`config.mk`:
```
export PLATFORM = sky130hd
export DESIGN_NAME = tholin_multiplexed_counter
export DESIGN_NICKNAME = d
export VERILOG_FILES = /design/src/rtl/tholin_counter_pkg.sv /design/src/rtl/bcd_to_7seg.sv /design/src/rtl/tholin_multiplexed_counter.sv
export SDC_FILE = /design/constraint.sdc
export NUM_CORES = 1
export LEC_CHECK = 0
export ABC_CLOCK_PERIOD_IN_PS = 2000
export BUFFER_PORTS_ARGS = -buffer_cell sky130_fd_sc_hd__buf_2
export CAP_MARGIN = 0
export CORE_ASPECT_RATIO = 1.5
export CORE_MARGIN = 5
export CORE_UTILIZATION = 29
export CTS_BUF_LIST = sky130_fd_sc_hd__clkbuf_4 sky130_fd_sc_hd__clkbuf_8 sky130_fd_sc_hd__clkbuf_16
export CTS_CLUSTER_DIAMETER = 100
export DETAILED_ROUTE_END_ITERATION = 12
export HOLD_SLACK_MARGIN = 0.15
export PLACE_DENSITY = 0.58
export SYNTH_ARGS = -nofsm -noshare
export SYNTH_HDL_FRONTEND = slang
export SYNTH_HIERARCHICAL = 1
export SYNTH_SLANG_ARGS = --single-unit
export TNS_END_PERCENT = 50
```
`constraint.sdc`:
```
create_clock -name io_in -period 2 [get_ports io_in]
set_input_delay 0.1 -clock io_in [delete_from_list [all_inputs] [get_ports io_in]]
set_output_delay 0.1 -clock io_in [all_outputs]
set_load 0.01 [all_outputs]
```
`src/rtl/tholin_counter_pkg.sv`:
```
// Shared types and constants for the two-digit multiplexed 7-segment counter.
// Segment patterns are {g,f,e,d,c,b,a}, active-high.
package tholin_counter_pkg;

    typedef logic [3:0] bcd_t;
    typedef logic [6:0] seg_t;

    localparam int TICK_DIV_DEFAULT = 1000;

    localparam bcd_t BCD_ZERO = 4'd0;
    localparam bcd_t BCD_MAX  = 4'd9;

    localparam seg_t SEG_0     = 7'h3F;
    localparam seg_t SEG_1     = 7'h06;
    localparam seg_t SEG_2     = 7'h5B;
    localparam seg_t SEG_3     = 7'h4F;
    localparam seg_t SEG_4     = 7'h66;
    localparam seg_t SEG_5     = 7'h6D;
    localparam seg_t SEG_6     = 7'h7D;
    localparam seg_t SEG_7     = 7'h07;
    localparam seg_t SEG_8     = 7'h7F;
    localparam seg_t SEG_9     = 7'h6F;
    localparam seg_t SEG_BLANK = 7'h00;

endpackage

```
`src/rtl/bcd_to_7seg.sv`:
```
// Combinational BCD to 7-segment decoder; non-decimal codes blank the digit.
module bcd_to_7seg
    import tholin_counter_pkg::*;
(
    input  logic [3:0] bcd,
    output logic [6:0] seg
);

    always_comb begin
        seg = SEG_BLANK;
        unique case (bcd)
            4'd0:    seg = SEG_0;
            4'd1:    seg = SEG_1;
            4'd2:    seg = SEG_2;
            4'd3:    seg = SEG_3;
            4'd4:    seg = SEG_4;
            4'd5:    seg = SEG_5;
            4'd6:    seg = SEG_6;
            4'd7:    seg = SEG_7;
            4'd8:    seg = SEG_8;
            4'd9:    seg = SEG_9;
            default: seg = SEG_BLANK;
        endcase
    end

endmodule

```
`src/rtl/tholin_multiplexed_counter.sv`:
```
// Free-running 00..99 decimal counter time-multiplexed onto one segment bus.
// Clock and synchronous reset arrive on io_in[0] and io_in[1].
module tholin_multiplexed_counter
    import tholin_counter_pkg::*;
#(
    parameter int TICK_DIV = TICK_DIV_DEFAULT
) (
    input  logic [7:0] io_in,
    output logic [7:0] io_out
);

    localparam logic [15:0] TICK_LAST = 16'(TICK_DIV - 1);

    logic        clk;
    logic        rst;
    logic        unused_io_bits;

    logic [15:0] prescaler;
    bcd_t        ones;
    bcd_t        tens;
    logic        sel;

    bcd_t        digit;
    seg_t        seg;

    assign clk            = io_in[0];
    assign rst            = io_in[1];
    assign unused_io_bits = ^io_in[7:2];

    always_ff @(posedge clk) begin
        if (rst) begin
            prescaler <= '0;
            ones      <= BCD_ZERO;
            tens      <= BCD_ZERO;
            sel       <= 1'b0;
        end else begin
            sel <= ~sel;
            if (prescaler == TICK_LAST) begin
                prescaler <= '0;
                if (ones == BCD_MAX) begin
                    ones <= BCD_ZERO;
                    // 99 rolls straight back to 00 with no carry-out
                    tens <= (tens == BCD_MAX) ? BCD_ZERO : tens + 4'd1;
                end else begin
                    ones <= ones + 4'd1;
                end
            end else begin
                prescaler <= prescaler + 16'd1;
            end
        end
    end

    assign digit = sel ? tens : ones;

    bcd_to_7seg u_dec (
        .bcd (digit),
        .seg (seg)
    );

    assign io_out = {sel, seg};

endmodule

```
Yosys cells after proc, flatten, opt, wreduce, memory -nomap -nowiden
Memories as Yosys holds them, arrays and structs flattened.
Index checks and enable logic that the tools add are counted.
- bits in registers: 25
- bits in read-only memories: 112
- output and inout port bits: 8
- word-level logic and storage cells: 17
- memories: 1
- add/subtract/negate cells: 3
- equal/unequal tests: 3
- mux-type cells: 3
- bitwise gates (word level): 1
- reduce and logical (&&, ||, !) cells: 2
- memory list (memory ; words ; width ; read ports ; clocked after memory_dff ; write ports ; line ; text):
    (no name shown) ; 16 ; 7 ; 1 ; 0 ; 0 ; bcd_to_7seg.sv:11 ; unique case (bcd)
- operator list (cell ; count):
    16-bit by 1-bit adder with 16-bit output, second input constant ; 1
    16-bit by 10-bit equality test with 1-bit output, second input constant ; 1
    4-bit 2-to-1 mux ; 3
    4-bit by 1-bit adder with 4-bit output, second input constant ; 2
    4-bit equality test, second input constant ; 2
    2-bit AND reduction ; 1
    2-bit OR reduction ; 1
    1-bit NOT ; 1

Depth between registers and ports, before layout
Gate-level depths: netlist of run 1.
- depth after elaboration: 2
- gate-level depth with buffers: 8
- mapped depth without buffers: 7

Modules after synthesis
The synthesis of run 1 kept the hierarchy.
- by module, submodules not included (module ; times used ; cells an instance ; area each (um2) ; sequential area each (um2)):
    tholin_multiplexed_counter ; 1 ; 142 ; 1189.9 ; 500.5
    bcd_to_7seg ; 1 ; 28 ; 219.0 ; 0.0

Worst setup path after synthesis of run 1
Ideal clock, no wire load.
- path kind: flip-flop to flip-flop
- start point: reg prescaler[12]
- end point: reg tens[1]
- arrival: 2.129 ns
- required time: 1.929 ns
- setup slack: -0.199 ns
- stages on the path, launching flop included: 6
- period minus slack after synthesis: 2.199 ns
- cell sequence: dfxtp_1 -> or4_4 -> or4_1 -> buf_2 -> or4_1 -> a21oi_1
- longest elaborated chain between the ends: 2
- RTL lines (item ; line ; text):
    start: declaration ; tholin_multiplexed_counter.sv:18 ; logic [15:0] prescaler;
    start signal: assignment ; tholin_multiplexed_counter.sv:48 ; prescaler <= prescaler + 16'd1;
    16-bit by 10-bit equality test with 1-bit output ; tholin_multiplexed_counter.sv:38 ; if (prescaler == TICK_LAST) begin
    2-bit AND reduction (no line) ; - ;
    end signal: assignment ; tholin_multiplexed_counter.sv:43 ; tens <= (tens == BCD_MAX) ? BCD_ZERO : tens + 4'd1;
    end: declaration ; tholin_multiplexed_counter.sv:20 ; bcd_t tens;
Every way passes these cells.
A chain may end at the register's enable or synchronous reset.

Worst setup path in the final report of run 1
- start point: reg prescaler[4]
- end point: reg tens[1]
Same word-level chain as after synthesis.

==> results of run 1 <==
[logic make-up after synthesis]
group	Yosys count	share of synthesized area, %
AO/OA/AOI/OAI	30	12.52
buffers and inverters	22	7.282
XOR/XNOR	13	8.082
multiplexers	5	3.819
flip-flops	25	35.52
adder cells (fa/ha/maj)	7	6.216
AND/OR/NAND/NOR	68	26.55
[cell usage after synthesis (all sizes together), types with 3 or more instances]
master,instances
dfxtp,25
nor2,21
inv,13
xnor2,10
a21oi,9
o21ai,9
ha,7
nand2,7
clkbuf,5
nand4,5
nor2b,5
o22ai,5
or4,5
buf,4
nand3,4
nor4,4
or3,4
and3,3
mux2,3
nor3,3
xor2,3
[power breakdown]
| group | switching (W) | internal [W] | leakage, nW |
|---|---|---|---|
| clock network | 0.000616 | 0.00115 | 0.219 |
| registers | 0 | 0.000555 | 0.217 |
| logic | 0 | 0 | 0.413 |
| total | 0.000616 | 0.00171 | 0.849 |
[through the flow]
stage	setup slack, ns	util (%)
2_1_floorplan	-0.09781	-
3_3_place_gp	0.02032	33.99
3_5_place_dp	-0.006591	33.99
4_1_cts	-0.06111	40.49
5_1_grt	-0.1391	41.23
6_report	-0.05969	41.23
[what timing repair did]
action                                  4_1_cts  5_1_grt
hold buffers                                  0        0
buffers inserted                              0        1
endpoints found under the setup margin       10       24
pin swaps                                     1        0
gates resized for setup                       5        7
gates cloned                                  0        0
[worst max-delay path, stage by stage, from the launching register on]
cell and delay (ns):
dfxtp_2 0.32, or4_4 0.53, or4_4 0.51, or4_4 0.51, a21oi_4 0.13
[final timing paths]
check	endpoint	slack, ns	cells after the start
max	tens[1]$_SDFFE_PP0P_	-0.06	4
min	sel$_SDFF_PP0_	0.15	4
max reg2reg	tens[1]$_SDFFE_PP0P_	-0.06	4
min reg2reg	prescaler[0]$_SDFF_PP0_	0.44	1
[layout make-up]
class / count / area [sq um] / share of cell area [%]
multi-input cells: 123 / 849.6 / 43.19
clock buffers: 18 / 280.3 / 14.25
flip-flops and latches: 25 / 505.5 / 25.70
well taps: 66 / 82.58 / 4.198
clock inverters: 2 / 21.27 / 1.081
repair buffers: 27 / 182.7 / 9.288
inverters: 12 / 45.04 / 2.290
[layout by cell type, fill, tap and decap left out, drive strengths merged, types with 2 or more instances in the layout]
cell and count:
buf 27, dfxtp 25, nor2 21, clkbuf 18, inv 13, xnor2 10, a21oi 9, o21ai 9
nand2 7, ha 7, nand4 5, nor2b 5, o22ai 5, or4 5, nand3 4, or3 4
nor4 4, mux2 3, and3 3, xor2 3, nor3 3, mux2i 2
[metal layers]
layer	vias to the layer above	track usage [%]	wire, um
met5	-	0	0
met4	0	16.92	77
met3	8	9.906	167
met2	29	16.56	1738
met1	607	9.163	1276
li1	660	-	-
[flip-flops by register name (all words and copies together), names as in the netlist]
name and count:
sel 1, tens 4, prescaler 16, ones 4
==> out/metrics.yaml, run 1 <==
status: "finished with violations"
failed_checks: "setup timing"
ir_drop_mv: 0.6680
cp-startpoint: "prescaler[4]$_SDFF_PP0_"
crit_path_end_kind: "flop"
ys_ff_latch: 25
start_kind: "flop"
diodes: 0
grt-ovfl-total: 0
clock_skew_ns: 0.004442
grt_max_degree: 14
synth.avg_cell_area_sq_um: 8.287
drive_gt1_share_pct: 30.92
critPathRequiredTime_ns: 2.21
arrival_ns: 2.27
grt_pass1_vias: 1591
syn_to_final_growth_pct: 39.61
syn_inst: 170
die-area_sq_um: 6381
worstMarginPinSlew_ns: 0.4078
row_count: 31
setup_violations: 3
fin_ws_ns: -0.05969
wl_per_cell_um: 11.94
synth_enable_flop_cells: 0
ys.flop_type: "dfxtp_1"
dr.pass1.iters: 4
yosysWarnings: 6
reg2reg_from: "prescaler[4]$_SDFF_PP0_"
dpl.hpwl_mm: 2.156
yosys.area.top_type_share_pct: 35.52
power.total_w: 0.002323
leakagePower_nw: 0.8490
fin_area_sq_um: 1967
clk_pin_slew_ns: 0.08
p_per_area_nw_per_um2: 1181
syn_nets: 185
track_usage_pct: 12.33
fin_cells: 273
maxSlewHeadroom_pct: 72.81
ys_seq_area_share_pct: 35.52
hold_slack_ns: 0.1477
vias: 1304
dp.cells: 253
synth_largest_area_cell: "dfxtp_1"
finalMaxSlewViolations: 0
finalSetupTns_ns: -0.1309
post-route-min-period_ns: 2.060
rsz0062_at_grt: "true"
finalWirelength_mm: 3.260
die_h_um: 95.37
synth-async-reset-ratio_pct: 0
critPathKind: "reg -> reg"
io_pins: 16
hold_violations: 0
tritoncts: "done"
globalplace.congestion: 0.7386
synthesis.area_sq_um: 1409
grt_pass1_wl_mm: 5.713
first_iter_violations: 21
fill_cells: 464
fmax_ghz: 0.4855
antenna_found_initial: 0
drc: 0
min_path_type: "clk -> reg"
maxCapViolations: 0
hp-start: "io_in[1]"
synthTopCellsByArea: "dfxtp_1 (36%), ha_1 (6.2%), xnor2_1 (6.2%)"
viasPerCell: 4.777
drtAntennaViolNets: 0
placed_cell_area_sq_um: 1622
portBuffers: 8
cp_max_fo: 4
finalCritPeriodShare_pct: 103.0
fin_nets: 220
coreArea_sq_um: 4771
die_x_um: 66.91
clk-insertion-delay-late_ns: 0.27
ys_types: 40
initial_utilization_pct: 29.53
No activity file was read; power rests on OpenSTA's default activity.
==> run 2, diff against run 1 <==
--- a/config.mk
+++ b/config.mk
@@ -5,6 +5,7 @@
 export SDC_FILE = /design/constraint.sdc
 export NUM_CORES = 1
 export LEC_CHECK = 0
+export ABC_AREA = 1
 export ABC_CLOCK_PERIOD_IN_PS = 2000
 export BUFFER_PORTS_ARGS = -buffer_cell sky130_fd_sc_hd__buf_2
 export CAP_MARGIN = 0
@@ -15,7 +16,7 @@
 export CTS_CLUSTER_DIAMETER = 100
 export DETAILED_ROUTE_END_ITERATION = 12
 export HOLD_SLACK_MARGIN = 0.15
-export PLACE_DENSITY = 0.58
+export PLACE_DENSITY = 0.57
 export SYNTH_ARGS = -nofsm -noshare
 export SYNTH_HDL_FRONTEND = slang
 export SYNTH_HIERARCHICAL = 1
==> run 2 against run 1 <==
Effect of this change:
- the run now ends clean
- clock power is 31% lower
- critical path depth up 4
- routed wire length grew 8.9%
- synthesized cell count up 54%
- non-clock buffer count fell by 18
- critical path type is now reg -> out
- critical endpoint is now io_out[0]
==> out/metrics.yaml, run 2 <==
ys_seq_area_share_pct: 29.13  # was 35.52%
arrival_ns: 1.71  # was 2.27 ns
start_kind: "flop"  # unchanged
synth_largest_area_cell: "dfxtp_1"  # unchanged
yosysWarnings: 6  # unchanged
grt_pass1_wl_mm: 6.182  # was 5.713 mm
ys_ff_latch: 25  # unchanged
critPathRequiredTime_ns: 1.90  # was 2.21 ns
fin_nets: 299  # was 220
portBuffers: 8  # unchanged
wl_per_cell_um: 9.975  # was 11.94 um
first_iter_violations: 49  # was 21
drc: 0  # unchanged
grt_max_degree: 17  # was 14
drtAntennaViolNets: 0  # unchanged
p_clk_share_pct: 68.7  # was 76.1%
hold_violations: 0  # unchanged
switchingPower_w: 0.0006017  # was 0.0006162 W
largest_reg_flops: 16  # unchanged
maxSlewHeadroom_pct: 65.62  # was 72.81%
crit_path_frequent_cell: "nand2_1"  # was or4_4
dpl.hpwl_mm: 2.767  # was 2.156 mm
yosys.area.top_type_share_pct: 29.13  # was 35.52%
status: "finished clean"  # was finished with violations
ys_types: 28  # was 40
finalCritPeriodShare_pct: 90.62  # was 103.0%
ir_drop_mv: 0.5289  # was 0.6680 mV
cpMaxStageDelayCell: "o21ai_0"  # was or4_4
ys.flop_type: "dfxtp_1"  # unchanged
synth-async-reset-ratio_pct: 0  # unchanged
setup_violations: 0  # was 3
tritoncts: "done"  # unchanged
diodes: 0  # unchanged
synth_enable_flop_cells: 0  # unchanged
antenna_found_initial: 0  # unchanged
syn_inst: 261  # was 170
viasPerCell: 4.486  # was 4.777
track_usage_pct: 10.55  # was 12.33%
finalWirelength_mm: 3.551  # was 3.260 mm
top_layer: "met4"  # unchanged
clk-insertion-delay-late_ns: 0.27  # about the same
cp_max_fo: 5  # was 4
grt_pass1_vias: 1696  # was 1591
post-route-min-period_ns: 1.812  # was 2.060 ns
min_path_type: "clk -> reg"  # unchanged
top_regs: "prescaler: 16 flops, ones: 4 flops, tens: 4 flops"  # unchanged
die-area_sq_um: 7595  # was 6381 sq um
crit_path_end_kind: "primary output"  # was flop
comb_power_share_pct: 0  # about the same
synthTopCellsByArea: "dfxtp_1 (29%), nand2_1 (17%), inv_1 (7.6%)"  # was dfxtp_1 (36%), ha_1 (6.2%), xnor2_1 (6.2%)
final_cell_mix: "nand2_1 (78), inv_1 (40), nor2_1 (30), dfxtp_1 (23), nand3_1 (13)"  # was dfxtp_1 (23), nor2_1 (21), buf_4 (19), inv_1 (12), clkbuf_8 (12)
seqPwrFrac_pct: 31.3  # was 23.9%
finalSetupTns_ns: 0  # was -0.1309 ns
placed_cell_area_sq_um: 1824  # was 1622 sq um
maxCapViolations: 0  # unchanged
fin_area_sq_um: 1999  # was 1967 sq um
layout_commonest_cell: "nand2_1"  # was dfxtp_1
initial_utilization_pct: 29.69  # was 29.53%
globalplace.congestion: 0.8369  # was 0.7386
synth_most_common_cell: "nand2_1"  # was dfxtp_1
dr.pass1.iters: 4  # unchanged
synth.avg_cell_area_sq_um: 6.582  # was 8.287 sq um
synthesis.area_sq_um: 1718  # was 1409 sq um
wl_met1_mm: 1.416  # was 1.276 mm
cpPeakStageDelay_ns: 0.43  # was 0.53 ns
io_pins: 16  # unchanged
largest_register: "prescaler"  # unchanged
dr_wl_met3_um: 126  # was 167 um
syn_nets: 276  # was 185
worstMarginPinSlew_ns: 0.5103  # was 0.4078 ns
drive_gt1_share_pct: 22.18  # was 30.92%
intPower_w: 0.001178  # was 0.001706 W
die_h_um: 104.3  # was 95.37 um
synth_common_cells: "nand2_1 (78), inv_1 (35), nor2_1 (30)"  # was dfxtp_1 (25), nor2_1 (21), inv_1 (12)
row_count: 34  # was 31
coreArea_sq_um: 5786  # was 4771 sq um
p_sw_share_pct: 33.81  # was 26.53%
wl_met2_mm: 1.840  # was 1.738 mm
cts_sinks: 25
leakagePower_nw: 0.6213  # was 0.8490 nW
critPathKind: "reg -> out"  # was reg -> reg
cts_hold_buf: 0  # unchanged
clk_pin_slew_ns: 0.09  # was 0.08 ns
path_cells: "inv_1 > o21ai_0 > inv_2 > nand2_2 > nand2_1 > nand2_1 > nand2_1 > buf_2"  # was or4_4 > or4_4 > or4_4 > a21oi_4
grt-ovfl-total: 0  # unchanged
clock_skew_ns: 0.004767  # was 0.004442 ns
syn_to_final_growth_pct: 16.39  # was 39.61%
rsz0062_at_grt: "false"  # was true
p_per_area_nw_per_um2: 890.1  # was 1181 nW/um^2
die_x_um: 72.84  # was 66.91 um
finalMaxSlewViolations: 0  # unchanged
fmax_ghz: 0.5517  # was 0.4855 GHz
vias: 1597  # was 1304
[run 2: layout make-up]
type | instances | area [sq um]
Tap cell | 72 | 90.09
Multi-Input combinational cell | 193 | 1039
Sequential cell | 25 | 503.0
Timing Repair Buffer | 9 | 47.55
Clock inverter | 7 | 27.53
Inverter | 39 | 147.6
Fill cell | 678 | 3786
Clock buffer | 11 | 145.1
[run 2: metrics by stage]
| step | total power (W) | util, % | cells | setup slack (ns) | hold slack [ns] |
|---|---|---|---|---|---|
| after floorplan | 0.001082 | - | 261 | 0.3479 | 0.06669 |
| after global placement | 0.0009857 | 31.53 | 339 | 0.3209 | 0.06669 |
| after detailed placement | 0.0009857 | 31.53 | 339 | 0.2990 | 0.06669 |
| after CTS | 0.001856 | 34.45 | 356 | 0.08589 | 0.003284 |
| after global routing | 0.001943 | 34.56 | 356 | 0.0002121 | -0.003517 |
| final | 0.001780 | 34.56 | 356 | 0.1875 | 0.002704 |
[run 2: worst paths after layout]
path                                         startpoint                 endpoint  slack, ns  cells past startpoint
worst max-delay path               ones[2]$_SDFFE_PP0N_                io_out[0]       0.19                      8
worst min-delay path                           io_in[1]           sel$_SDFF_PP0_      0.003                      3
worst max register to register  prescaler[0]$_SDFF_PP0_     tens[1]$_SDFFE_PP0P_       0.59                      8
worst min register to register  prescaler[0]$_SDFF_PP0_  prescaler[0]$_SDFF_PP0_       0.48                      1
[run 2: per-layer routing]
| layer | vias up | global-route usage, % |
|---|---|---|
| met5 | - | 0 |
| met4 | 0 | 12.66 |
| met3 | 17 | 3.965 |
| met2 | 27 | 16.60 |
| met1 | 704 | 8.952 |
| li1 | 849 | - |
[run 2: what timing repair did]
| item | in CTS | in global routing |
|---|---|---|
| resized for setup | 1 | 4 |
| setup buffers | 0 | 0 |
| setup endpoints to repair | 1 | 4 |
[run 2: logic make-up after synthesis]
| kind of cell | Yosys count | synth area share, % |
|---|---|---|
| XOR/XNOR | 4 | 2.040 |
| adder cells (fa/ha/maj) | 7 | 5.098 |
| buffers and inverters | 43 | 10.63 |
| AO/OA/AOI/OAI | 22 | 7.502 |
| AND/OR/NAND/NOR | 160 | 45.59 |
| flip-flops | 25 | 29.13 |
[run 2: power by group through the flow]
| stage | clock (W) | combinational [W] | sequential [W] |
|---|---|---|---|
| after floorplan | 0.000509 | 0.000000000190 | 0.000573 |
| after global placement | 0.000412 | 0.000000000234 | 0.000573 |
| after detailed placement | 0.000412 | 0.000000000234 | 0.000573 |
| after CTS | 0.00130 | 0.000000000234 | 0.000556 |
| after global routing | 0.00139 | 0.000000000234 | 0.000556 |
| final | 0.00122 | 0.000000000234 | 0.000556 |
[run 2: critical path: cells and delay by family (launching register included)]
family          cells  cell delay [ns]
compound gates      1             0.43
simple gates        4             0.25
buf+inv             3             0.36
flops               1             0.39
